--- config.mk ---
export PLATFORM = sky130hd
export DESIGN_NAME = ram_loader
export DESIGN_NICKNAME = d
export VERILOG_FILES = /design/src/rtl/ram_loader_pkg.sv /design/src/rtl/ram_loader_word_assembler.sv /design/src/rtl/ram_loader.sv
export SDC_FILE = /design/constraint.sdc
export NUM_CORES = 1
export LEC_CHECK = 0
export BUFFER_PORTS_ARGS = -buffer_cell sky130_fd_sc_hd__buf_4
export CORE_ASPECT_RATIO = 1.25
export CORE_MARGIN = 2
export CORE_UTILIZATION = 49
export CTS_CLUSTER_SIZE = 10
export DETAILED_ROUTE_END_ITERATION = 8
export PLACE_DENSITY = 0.79
export SETUP_SLACK_MARGIN = 0.05
export SYNTH_ARGS = -nofsm -noshare
export SYNTH_HDL_FRONTEND = slang
export SYNTH_SLANG_ARGS = --single-unit
export TNS_END_PERCENT = 30
--- constraint.sdc ---
create_clock -name clk -period 2.3 [get_ports clk]
set_clock_uncertainty 0.2 [all_clocks]
set_input_delay 0.46 -clock clk [delete_from_list [all_inputs] [get_ports clk]]
set_output_delay 0.46 -clock clk [all_outputs]
set_load 0.05 [all_outputs]
--- src/rtl/ram_loader_pkg.sv ---
`default_nettype none
// ============================================================================
// Module      : ram_loader_pkg
// Description : Shared types and helpers for the ram_loader byte-stream RAM
//               writer: the FSM state type, the byte width and a
//               bytes-per-word helper.
// Revision    : 1.0 - initial release
// ============================================================================
package ram_loader_pkg;

  localparam int BYTE_W = 8;

  // FSM state type: IDLE, LOAD, CHK, DONE
  typedef logic [1:0] state_t;
  localparam state_t IDLE = 2'd0;
  localparam state_t LOAD = 2'd1;
  localparam state_t CHK  = 2'd2;
  localparam state_t DONE = 2'd3;

  // Bytes per RAM word for a given word width (width is a multiple of 8).
  function automatic int calc_bpw(input int data_width);
    return data_width / BYTE_W;
  endfunction

endpackage
`default_nettype wire

--- src/rtl/ram_loader_word_assembler.sv ---
`default_nettype none
// ============================================================================
// Module      : word_assembler
// Description : Collects bytes little-endian into one RAM word. The first
//               byte of a word lands in bits [7:0]. When the last byte of a
//               word is taken, word_rdy pulses for one cycle with the full
//               word on 'word'.
// Revision    : 1.0 - initial release
// Ports       : clk       - system clock
//               rst_n     - asynchronous active-low reset
//               clr       - synchronous clear of the byte counter
//               byte_en   - accept byte_data this cycle
//               byte_data - incoming byte
//               word_rdy  - registered one-cycle pulse, word complete
//               word      - assembled word (valid while word_rdy = 1)
// ============================================================================
module word_assembler
  import ram_loader_pkg::*;
#(
  parameter int DATA_WIDTH = 8
) (
  input  logic                  clk,
  input  logic                  rst_n,
  input  logic                  clr,
  input  logic                  byte_en,
  input  logic [BYTE_W-1:0]     byte_data,
  output logic                  word_rdy,
  output logic [DATA_WIDTH-1:0] word
);

  localparam int c_bpw   = calc_bpw(DATA_WIDTH);
  localparam int c_cnt_w = (c_bpw > 1) ? $clog2(c_bpw) : 1;
  localparam logic [c_cnt_w-1:0] c_last_cnt = c_cnt_w'(c_bpw - 1);

  logic [c_cnt_w-1:0]    cnt_q, cnt_d;
  logic [DATA_WIDTH-1:0] shift_q, shift_d;
  logic                  rdy_q, rdy_d;
  logic [DATA_WIDTH-1:0] shifted;

  // New bytes enter at the top and move down, so after c_bpw bytes the
  // first one sits in the lowest lane.
  generate
    if (c_bpw > 1) begin : g_wide
      assign shifted = {byte_data, shift_q[DATA_WIDTH-1:BYTE_W]};
    end else begin : g_narrow
      assign shifted = byte_data;
    end
  endgenerate

  always_comb begin
    cnt_d   = cnt_q;
    shift_d = shift_q;
    rdy_d   = 1'b0;
    if (clr) begin
      cnt_d = '0;
    end else if (byte_en) begin
      shift_d = shifted;
      if (cnt_q == c_last_cnt) begin
        cnt_d = '0;
        rdy_d = 1'b1;
      end else begin
        cnt_d = cnt_q + 1'b1;
      end
    end
  end

  always_ff @(posedge clk or negedge rst_n) begin
    if (!rst_n) begin
      cnt_q   <= '0;
      shift_q <= '0;
      rdy_q   <= 1'b0;
    end else begin
      cnt_q   <= cnt_d;
      shift_q <= shift_d;
      rdy_q   <= rdy_d;
    end
  end

  assign word_rdy = rdy_q;
  assign word     = shift_q;

endmodule
`default_nettype wire

--- src/rtl/ram_loader.sv ---
`default_nettype none
// ============================================================================
// Module      : ram_loader
// Description : Fills a synchronous single-port RAM with WORDS words taken
//               from a byte stream. Owns the load FSM, the word address and
//               the optional trailing-checksum check.
//               Build option RAM_LOADER_CHECKSUM_EN: when defined, an 8-bit
//               sum of all data bytes is kept and one extra checksum byte is
//               expected; err = ((sum + byte) mod 256 != 0).
// Revision    : 1.0 - initial release
// Ports       : clk, rst_n          - clock, async active-low reset
//               start               - begin/restart a load
//               byte_vld, byte_data - byte stream input
//               we, waddr, wdata    - RAM write port
//               busy, done, err     - load status
// ============================================================================
module ram_loader
  import ram_loader_pkg::*;
#(
  parameter int DATA_WIDTH = 8,
  parameter int ADDR_WIDTH = 10,
  parameter int WORDS      = 784
) (
  input  logic                  clk,
  input  logic                  rst_n,
  input  logic                  start,
  input  logic                  byte_vld,
  input  logic [BYTE_W-1:0]     byte_data,
  output logic                  we,
  output logic [ADDR_WIDTH-1:0] waddr,
  output logic [DATA_WIDTH-1:0] wdata,
  output logic                  busy,
  output logic                  done,
  output logic                  err
);

  localparam logic [ADDR_WIDTH-1:0] c_last_addr = ADDR_WIDTH'(WORDS - 1);

  state_t                state_q, state_d;
  logic [ADDR_WIDTH-1:0] addr_q, addr_d;
  logic                  asm_en;
  logic                  asm_rdy;
  logic [DATA_WIDTH-1:0] asm_word;
  logic                  last_wr;

`ifdef RAM_LOADER_CHECKSUM_EN
  logic [BYTE_W-1:0] sum_q, sum_d;
  logic              err_q, err_d;
  logic [BYTE_W-1:0] chk_sum;

  // Kept 8 bits wide so the comparison below is truly mod 256.
  assign chk_sum = sum_q + byte_data;
`endif

  // The cycle in which the final word's write is on the port.
  assign last_wr = asm_rdy && (addr_q == c_last_addr);

  word_assembler #(
    .DATA_WIDTH(DATA_WIDTH)
  ) u_asm (
    .clk      (clk),
    .rst_n    (rst_n),
    .clr      (start),
    .byte_en  (asm_en),
    .byte_data(byte_data),
    .word_rdy (asm_rdy),
    .word     (asm_word)
  );

  always_comb begin
    state_d = state_q;
    addr_d  = addr_q;
    asm_en  = 1'b0;
`ifdef RAM_LOADER_CHECKSUM_EN
    sum_d   = sum_q;
    err_d   = err_q;
`endif
    if (start) begin
      state_d = LOAD;
      addr_d  = '0;
`ifdef RAM_LOADER_CHECKSUM_EN
      sum_d   = '0;
      err_d   = 1'b0;
`endif
    end else begin
      case (state_q)
        LOAD: begin
          if (asm_rdy && !last_wr) begin
            addr_d = addr_q + 1'b1;
          end
          if (last_wr) begin
            // No more data bytes are taken once the final word is out.
`ifdef RAM_LOADER_CHECKSUM_EN
            if (byte_vld) begin
              err_d   = (chk_sum != '0);
              state_d = DONE;
            end else begin
              state_d = CHK;
            end
`else
            state_d = DONE;
`endif
          end else if (byte_vld) begin
            asm_en = 1'b1;
`ifdef RAM_LOADER_CHECKSUM_EN
            sum_d  = chk_sum;
`endif
          end
        end
`ifdef RAM_LOADER_CHECKSUM_EN
        CHK: begin
          if (byte_vld) begin
            err_d   = (chk_sum != '0);
            state_d = DONE;
          end
        end
`endif
        default: begin
          // IDLE and DONE hold until start.
        end
      endcase
    end
  end

  always_ff @(posedge clk or negedge rst_n) begin
    if (!rst_n) begin
      state_q <= IDLE;
      addr_q  <= '0;
`ifdef RAM_LOADER_CHECKSUM_EN
      sum_q   <= '0;
      err_q   <= 1'b0;
`endif
    end else begin
      state_q <= state_d;
      addr_q  <= addr_d;
`ifdef RAM_LOADER_CHECKSUM_EN
      sum_q   <= sum_d;
      err_q   <= err_d;
`endif
    end
  end

  assign we    = asm_rdy;
  assign waddr = addr_q;
  assign wdata = asm_word;
  assign busy  = (state_q == LOAD) || (state_q == CHK);
  assign done  = (state_q == DONE);
`ifdef RAM_LOADER_CHECKSUM_EN
  assign err   = err_q;
`else
  assign err   = 1'b0;
`endif

endmodule
`default_nettype wire

Yosys cells after proc, flatten, opt, wreduce, memory -nomap -nowiden

Index checks and enable logic that the tools add are counted.

Bits in registers: 22
Bits of input ports: 12
Logic and storage cells: 39

Add/sub/neg operators: 2
Bitwise operators: 1
Muxes and demuxes: 16
Equality and inequality tests: 4
Reduce and logical (&&, ||, !) cells: 11

Operator list:

| cell                                                                   | count |
|---|---|
| 10-bit 2-to-1 mux                                                      | 3 |
| 10-bit by 1-bit adder with 10-bit output (second input constant)       | 1 |
| 10-bit equality test (second input constant)                           | 1 |
| 1-bit 2-to-1 mux                                                       | 10 |
| 2-bit nonzero test                                                     | 4 |
| 2-bit 2-to-1 mux                                                       | 3 |
| 2-bit AND reduction                                                    | 3 |
| 2-bit equality test (second input constant)                            | 2 |
| 2-bit by 1-bit equality test with 1-bit output (second input constant) | 1 |
| 1-bit logical AND                                                      | 2 |
| 1-bit adder (second input constant)                                    | 1 |
| 1-bit zero test                                                        | 1 |
| 1-bit logical OR                                                       | 1 |
| 1-bit NOT                                                              | 1 |

Longest topological paths before layout

Gate-level depths: netlist of run 1.

Word-level depth: 7
Gate-level depth with buffers: 5

Cells and area by module

From an unflattened synthesis of run 1, not the netlist that was laid out.

Cell total of the unflattened synthesis: 101
Area, all modules: 1137.3 um^2

Modules (own cells, without submodules):

| module         | instances | area each (um^2) | cells each |
|---|---|---|---|
| ram_loader     | 1         | 758.2            | 82 |
| word_assembler | 1         | 379.1            | 19 |

Worst setup path after synthesis of run 1

No wires, ideal clock.

Path kind: register to register
Start point: register addr_q[0] (netlist: waddr[0])
End point: register u_asm.shift_q[0] (netlist: u_asm.word[0])
Data required time: 1.975 ns
Period minus slack after synthesis: 2.205 ns
Path slack: 0.095 ns
Arrival: 1.880 ns
Path buffers: 1
Cell stages (with the launch flop): 6
Cell sequence: dfrtp_1 ha_1 and3_1 clkbuf_1 a41oi_4 mux2_2

Longest elaborated chain between the ends: 6

Ends and longest elaborated chain:

| element                              | line                            | source |
|---|---|---|
| start, declared                      | ram_loader.sv:40                | `logic [ADDR_WIDTH-1:0] addr_q, addr_d;` |
| start signal, assigned               | ram_loader.sv:135               | `addr_q <= addr_d;` |
| 10-bit equality test                 | ram_loader.sv:56                | `assign last_wr = asm_rdy && (addr_q == c_last_addr);` |
| 1-bit logical AND                    | ram_loader.sv:56                |  |
| 1-bit 2-to-1 mux                     | ram_loader.sv:91                | `if (last_wr) begin` |
| 1-bit 2-to-1 mux                     | ram_loader.sv:86                | `case (state_q)` |
| 1-bit 2-to-1 mux                     | ram_loader.sv:78                | `if (start) begin` |
| 2-bit AND reduction (no source line) | n/a                             |  |
| end signal, assigned                 | ram_loader_word_assembler.sv:74 | `shift_q <= shift_d;` |
| end, declared                        | ram_loader_word_assembler.sv:36 | `logic [DATA_WIDTH-1:0] shift_q, shift_d;` |

Every way passes these cells.
A chain may end at the register's enable or synchronous reset.

Worst setup path after layout of run 1

Start point: register addr_q[0] (netlist: waddr[0])
End point: register u_asm.shift_q[7] (netlist: u_asm.word[7])

Same word-level chain as after synthesis.

==> results of run 1 <==
through the flow:
stage	util, %	setup slack, ps	cell area (um^2)	hold WS [ps]
6_report	63.7	309	1360	175
5_1_grt	63.7	196	1360	168
4_1_cts	63.7	294	1360	174
3_5_place_dp	62.0	305	1330	161
3_3_place_gp	62.0	355	1330	155
2_1_floorplan	-	95.5	1090	-35.6
cells in the final DEF, fill, tap and decap left out, drive strengths merged:
master       count
and3             1
dfrtp           21
a21oi            4
nor4b            1
nor2             7
ha               3
nand2            2
or3              2
conb             1
a31oi            2
nand3            6
a41oi            1
buf             32
nand4            4
nor2b            7
nand2b           2
and2             1
nor4             1
mux2i            1
nand3b           1
o21ai            3
mux2            14
o31ai            1
inv              2
nor3             1
clkbuf           4
dlygate4sd3      1
a311oi           1
a211oi           1
or4              1
per-layer routing:
layer	vias up	wire length, um	global-route usage [%]	part of all wire, %
met5	-	0	0	0
met2	32	1170	32.1	54
met1	408	852	23.3	39
met3	5	111	2.89	5.1
li1	416	-	-	-
met4	0	37	8.16	1.7
cell type report:
class                           instances  area, um^2  share of cell area [%]
Multi-Input combinational cell         69         528                    38.7
Tap cell                               21        26.3                    1.93
Sequential cell                        21         526                    38.5
Timing Repair Buffer                   33         250                    18.3
Clock buffer                            4        26.3                    1.93
Inverter                                2        7.51                   0.550
final timing paths:
path	start	endpoint	slack, ps	cells after the start
min reg2reg	u_asm.word[5]$_DFFE_PN0P_	u_asm.word[5]$_DFFE_PN0P_	320	1
min	byte_data[4]	u_asm.word[4]$_DFFE_PN0P_	180	2
max in group asynchronous	rst_n	u_asm.word_rdy$_DFF_PN0_	1330	2
max	waddr[0]$_DFFE_PN0P_	u_asm.word[7]$_DFFE_PN0P_	310	4
min in group asynchronous	rst_n	state_q[1]$_DFFE_PN0P_	360	2
max reg2reg	waddr[0]$_DFFE_PN0P_	u_asm.word[7]$_DFFE_PN0P_	310	4
registers in the layout (all words and copies together), names as in the netlist:
| register | cells |
|---|---|
| waddr | 10 |
| u_asm.word | 8 |
| state_q | 2 |
| u_asm.word_rdy | 1 |
power by group:
part / leakage (nW) / switching [mW] / internal, mW
clock network: 0.0150 / 0.113 / 0.0678
logic: 0.329 / 0.130 / 0.0692
registers: 0.268 / 0.0162 / 0.393
total: 0.612 / 0.259 / 0.530
critical path, delay by kind of cell, from the launching register on:
| family | cells | cell delay, ps |
|---|---|---|
| flip-flops | 1 | 430 |
| multiplexers | 1 | 390 |
| AO/OA/AOI/OAI | 1 | 350 |
| AND/OR/NAND/NOR | 1 | 270 |
| adder cells (fa/ha/maj) | 1 | 240 |
kinds of logic (layout without fill, tap and decap cells):
family                   Yosys count  after routing
AND/OR/NAND/NOR                   37             37
AO/OA/AOI/OAI                     13             13
adder cells (fa/ha/maj)            3              3
flip-flops                        21             21
multiplexers                      15             15
buffers and inverters              8             39
other                              1              1
repair_timing:
item,4_1_cts,5_1_grt
hold endpoints to repair,21,0
setup endpoints to repair,0,0
hold buffers,1,0
==> impl_metrics.toml, run 1 <==
[critical_path]
critical_path_arrival_ps = 2000
critical_path.cell_chain = "ha_1, and3_1, a41oi_4, mux2_2"
cp_max_fo = 9
cp-start-kind = "register"
required_ps = 2310
slowest_stage = "dfrtp_1"
cpPeakStageDelay_ps = 430
critical_path_class = "register to register"
critPathCaptureType = "register"

[floorplanning]
die-area_um2 = 2620
design.core.area_um2 = 2140
initial_core_util_pct = 50.9
io_pins = 34
die_h_um = 56.7
num_rows = 19
fp.dieW_um = 46.2

[finish]
synthToLayoutAreaGrowth_pct = 25.3
num_antenna_cells = 0
fin_cells = 150
nFillCells = 187
drive_above_1_share_pct = 39.5
nets = 145

[route]
drtPass1Iterations = 4
drtIter0Drc = 17
drt-total-wl_mm = 2.17
wl_per_cell_um = 14.5
antenna_left = 0
via_per_inst = 5.74
drc_errors = 0
via_count = 861

[yosys]
synth_top_family_by_area = "simple AND/OR/NAND/NOR gates"
synthMuxAreaShare_pct = 15.4
yosys.area.top_type_share_pct = 48.3
synth_ff_type = "dfrtp_1"
synthesis.area_um2 = 1090
syn_avg_cell_area_um2 = 11.1
synth_edf_count = 0
synth_compound_area_share_pct = 9.08
synth_commonest_cells = "dfrtp_1 (21), mux2_2 (14), nor2_1 (7), nor2b_1 (7), nand3_1 (6)"
syn_nets = 113
syn_inst = 98
synthAdderAreaFrac_pct = 3.45
async_flop_share_pct = 100
synth_most_common_cell = "dfrtp_1"
synth.distinct_cells = 31
seq_area_frac_synth_pct = 48.3
ys_seq_elements = 21
synth-simple-area-share_pct = 20.2
synthXorXnorAreaFrac_pct = 0
synth_area_leaders = "dfrtp_1 (48%), mux2_2 (14%), nor2b_1 (4.0%)"
yosys_warnings = 0
synth_top_area_cell = "dfrtp_1"

[global_route]
grt_max_degree = 22
overflow = 0
grtUsageTotal_pct = 19.2
grt_pass1_vias = 865
antenna_found_initial = 0
grt_pass1_wl_mm = 3.69

[sta]
period_minus_slack_ps = 1990
finalSetupTns_ps = 0
tightest_slew_ps = 550
relSlewSlack_pct = 63.3
drv_slew = 0
setup_viol = 0
rsz0062_at_grt = "false"
period_share_pct = 86.5
hold_viol_final = 0
fmax_mhz = 502

[clock_network]
cts.path.max_buffers = 2
cts-buffers-inserted = 3
clockRootBuffer = "clkbuf_4"
clock_sinks = 21
tritoncts = "done"
cts_resized = 0
cts.clk_slew.worst_paths_ps = 120
htree_levels = 1
insertion_delay_ps = 310
postCtsSetupRepairBufs = 0

[placement]
dp_hpwl_mm = 1.67
placed_cells = 145
io_buffers = 32
place.gp.congestion = 0.868

[pwr]
power_per_cell_area_nw_per_um2 = 579
total_power_uw = 790
peakVddDrop_mv = 0.518
leakagePower_nw = 0.612

[job]
max_cap_viol_count = 0

[worst_hold_path]
worstHoldPathType = "primary input to register"

[run_status]
outcome = "finished clean"
Note: power is estimated with default switching activity, not from simulation.
==> run 2: changes to the inputs <==
==> constraint.sdc (replaced) <==
create_clock -name clk -period 2.25 [get_ports clk]
set_clock_uncertainty 0.2 [all_clocks]
set_input_delay 0.45 -clock clk [delete_from_list [all_inputs] [get_ports clk]]
set_output_delay 0.45 -clock clk [all_outputs]
set_load 0.05 [all_outputs]
==> impl_metrics.toml, run 2 (synthesis results as in run 1) <==
[floorplanning]
design.core.area_um2 = 2140
die_h_um = 56.7
fp.dieW_um = 46.2
num_rows = 19
die-area_um2 = 2620
initial_core_util_pct = 50.9
io_pins = 34

[sta]
period_share_pct = 90.9
fmax_mhz = 489
rsz0062_at_grt = "false"
tightest_slew_ps = 559
period_minus_slack_ps = 2040
setup_viol = 0
hold_viol_final = 0
drv_slew = 0
relSlewSlack_pct = 62.7
finalSetupTns_ps = 0

[global_route]
overflow = 0
grtUsageTotal_pct = 19.1
antenna_found_initial = 0
grt_max_degree = 22
grt_pass1_vias = 853
grt_pass1_wl_mm = 3.74

[critical_path]
critical_path_arrival_ps = 2030
required_ps = 2230
r2r-end = "u_asm.word[4]$_DFFE_PN0P_"
cp_max_fo = 9
critPathCaptureType = "register"
critical_path_class = "register to register"
worst_r2r_startpoint = "waddr[0]$_DFFE_PN0P_"
r2r_cells = 4
cp-start-kind = "register"
ff2ff_setup_slack_ps = 210

[clock_network]
htree_levels = 1
insertion_delay_ps = 300
tritoncts = "done"
cts.path.max_buffers = 2
clock_sinks = 21
cts-buffers-inserted = 3
cts_resized = 0
clockRootBuffer = "clkbuf_4"
cts.clk_slew.worst_paths_ps = 120

[route]
via_per_inst = 5.74
drc_errors = 0
via_count = 861
drtIter0Drc = 21
drtPass1Iterations = 4
antenna_left = 0
drt-total-wl_mm = 2.23
wl_per_cell_um = 14.8

[placement]
io_buffers = 32
place.gp.congestion = 0.799
dp_hpwl_mm = 1.66
placed_cells = 145

[job]
max_cap_viol_count = 0

[finish]
largest_register_ffs = 10
nFillCells = 183
num_antenna_cells = 0
nets = 145
synthToLayoutAreaGrowth_pct = 25.4
final_cell_mix = "buf_4 (32), dfrtp_1 (20), mux2_2 (14)"
fin_cells = 150
final_common_cell = "buf_4"
drive_above_1_share_pct = 40.3

[worst_hold_path]
min_to = "u_asm.word[5]$_DFFE_PN0P_"
worstHoldPathType = "primary input to register"
holdPathStages = 2
hold_start = "byte_data[5]"

[run_status]
outcome = "finished clean"

[pwr]
leakagePower_nw = 0.611
total_power_uw = 800
power_per_cell_area_nw_per_um2 = 586
peakVddDrop_mv = 0.478
## run 2: layout make-up
class	count	area, um^2	area share (%)
clock buffers	4	26.3	1.92
inverters	2	7.51	0.550
multi-input cells	69	528	38.7
flip-flops and latches	21	527	38.6
well taps	21	26.3	1.92
repair buffers	33	250	18.3
## run 2: critical path, stage by stage, from the launching register on
cell     delay (ps)
dfrtp_2         450
ha_1            240
and3_1          280
a41oi_4         380
mux2_2          380
## run 2: per-stage QoR
step	setup WS, ps	utilization, %	instance area (um^2)	hold slack, ps
after floorplan	69.4	-	1090	-45.6
after global placement	310	62.1	1330	145
after detailed placement	240	62.1	1330	147
after CTS	213	63.8	1370	169
after global routing	86.0	63.8	1370	167
final	205	63.8	1370	171
## run 2: worst max path at each step
stage	start	endpoint	slack (ps)	depth (start not counted)
after floorplan	waddr[1]$_DFFE_PN0P_	u_asm.word[0]$_DFFE_PN0P_	70	5
after global placement	waddr[0]$_DFFE_PN0P_	u_asm.word[3]$_DFFE_PN0P_	310	4
after detailed placement	waddr[0]$_DFFE_PN0P_	u_asm.word[4]$_DFFE_PN0P_	240	4
after CTS	waddr[0]$_DFFE_PN0P_	u_asm.word[4]$_DFFE_PN0P_	210	4
after global routing	state_q[1]$_DFFE_PN0P_	waddr[3]$_DFFE_PN0P_	90	5
final	waddr[0]$_DFFE_PN0P_	u_asm.word[4]$_DFFE_PN0P_	210	4
## run 2: power breakdown
group | internal, mW | switching (mW)
clock network | 0.0689 | 0.110
logic | 0.0708 | 0.132
registers | 0.402 | 0.0158
## run 2: repair_timing
item,CTS,global route
hold endpoints to repair,21,0
buffers inserted,0,0
hold buffers,1,0
## run 2: layer usage
| layer | track usage, % | part of all wire (%) |
|---|---|---|
| met3 | 3.54 | 6.1 |
| met4 | 6.53 | 1.4 |
| met2 | 31.9 | 52 |
| met5 | 0 | 0 |
| met1 | 23.6 | 41 |
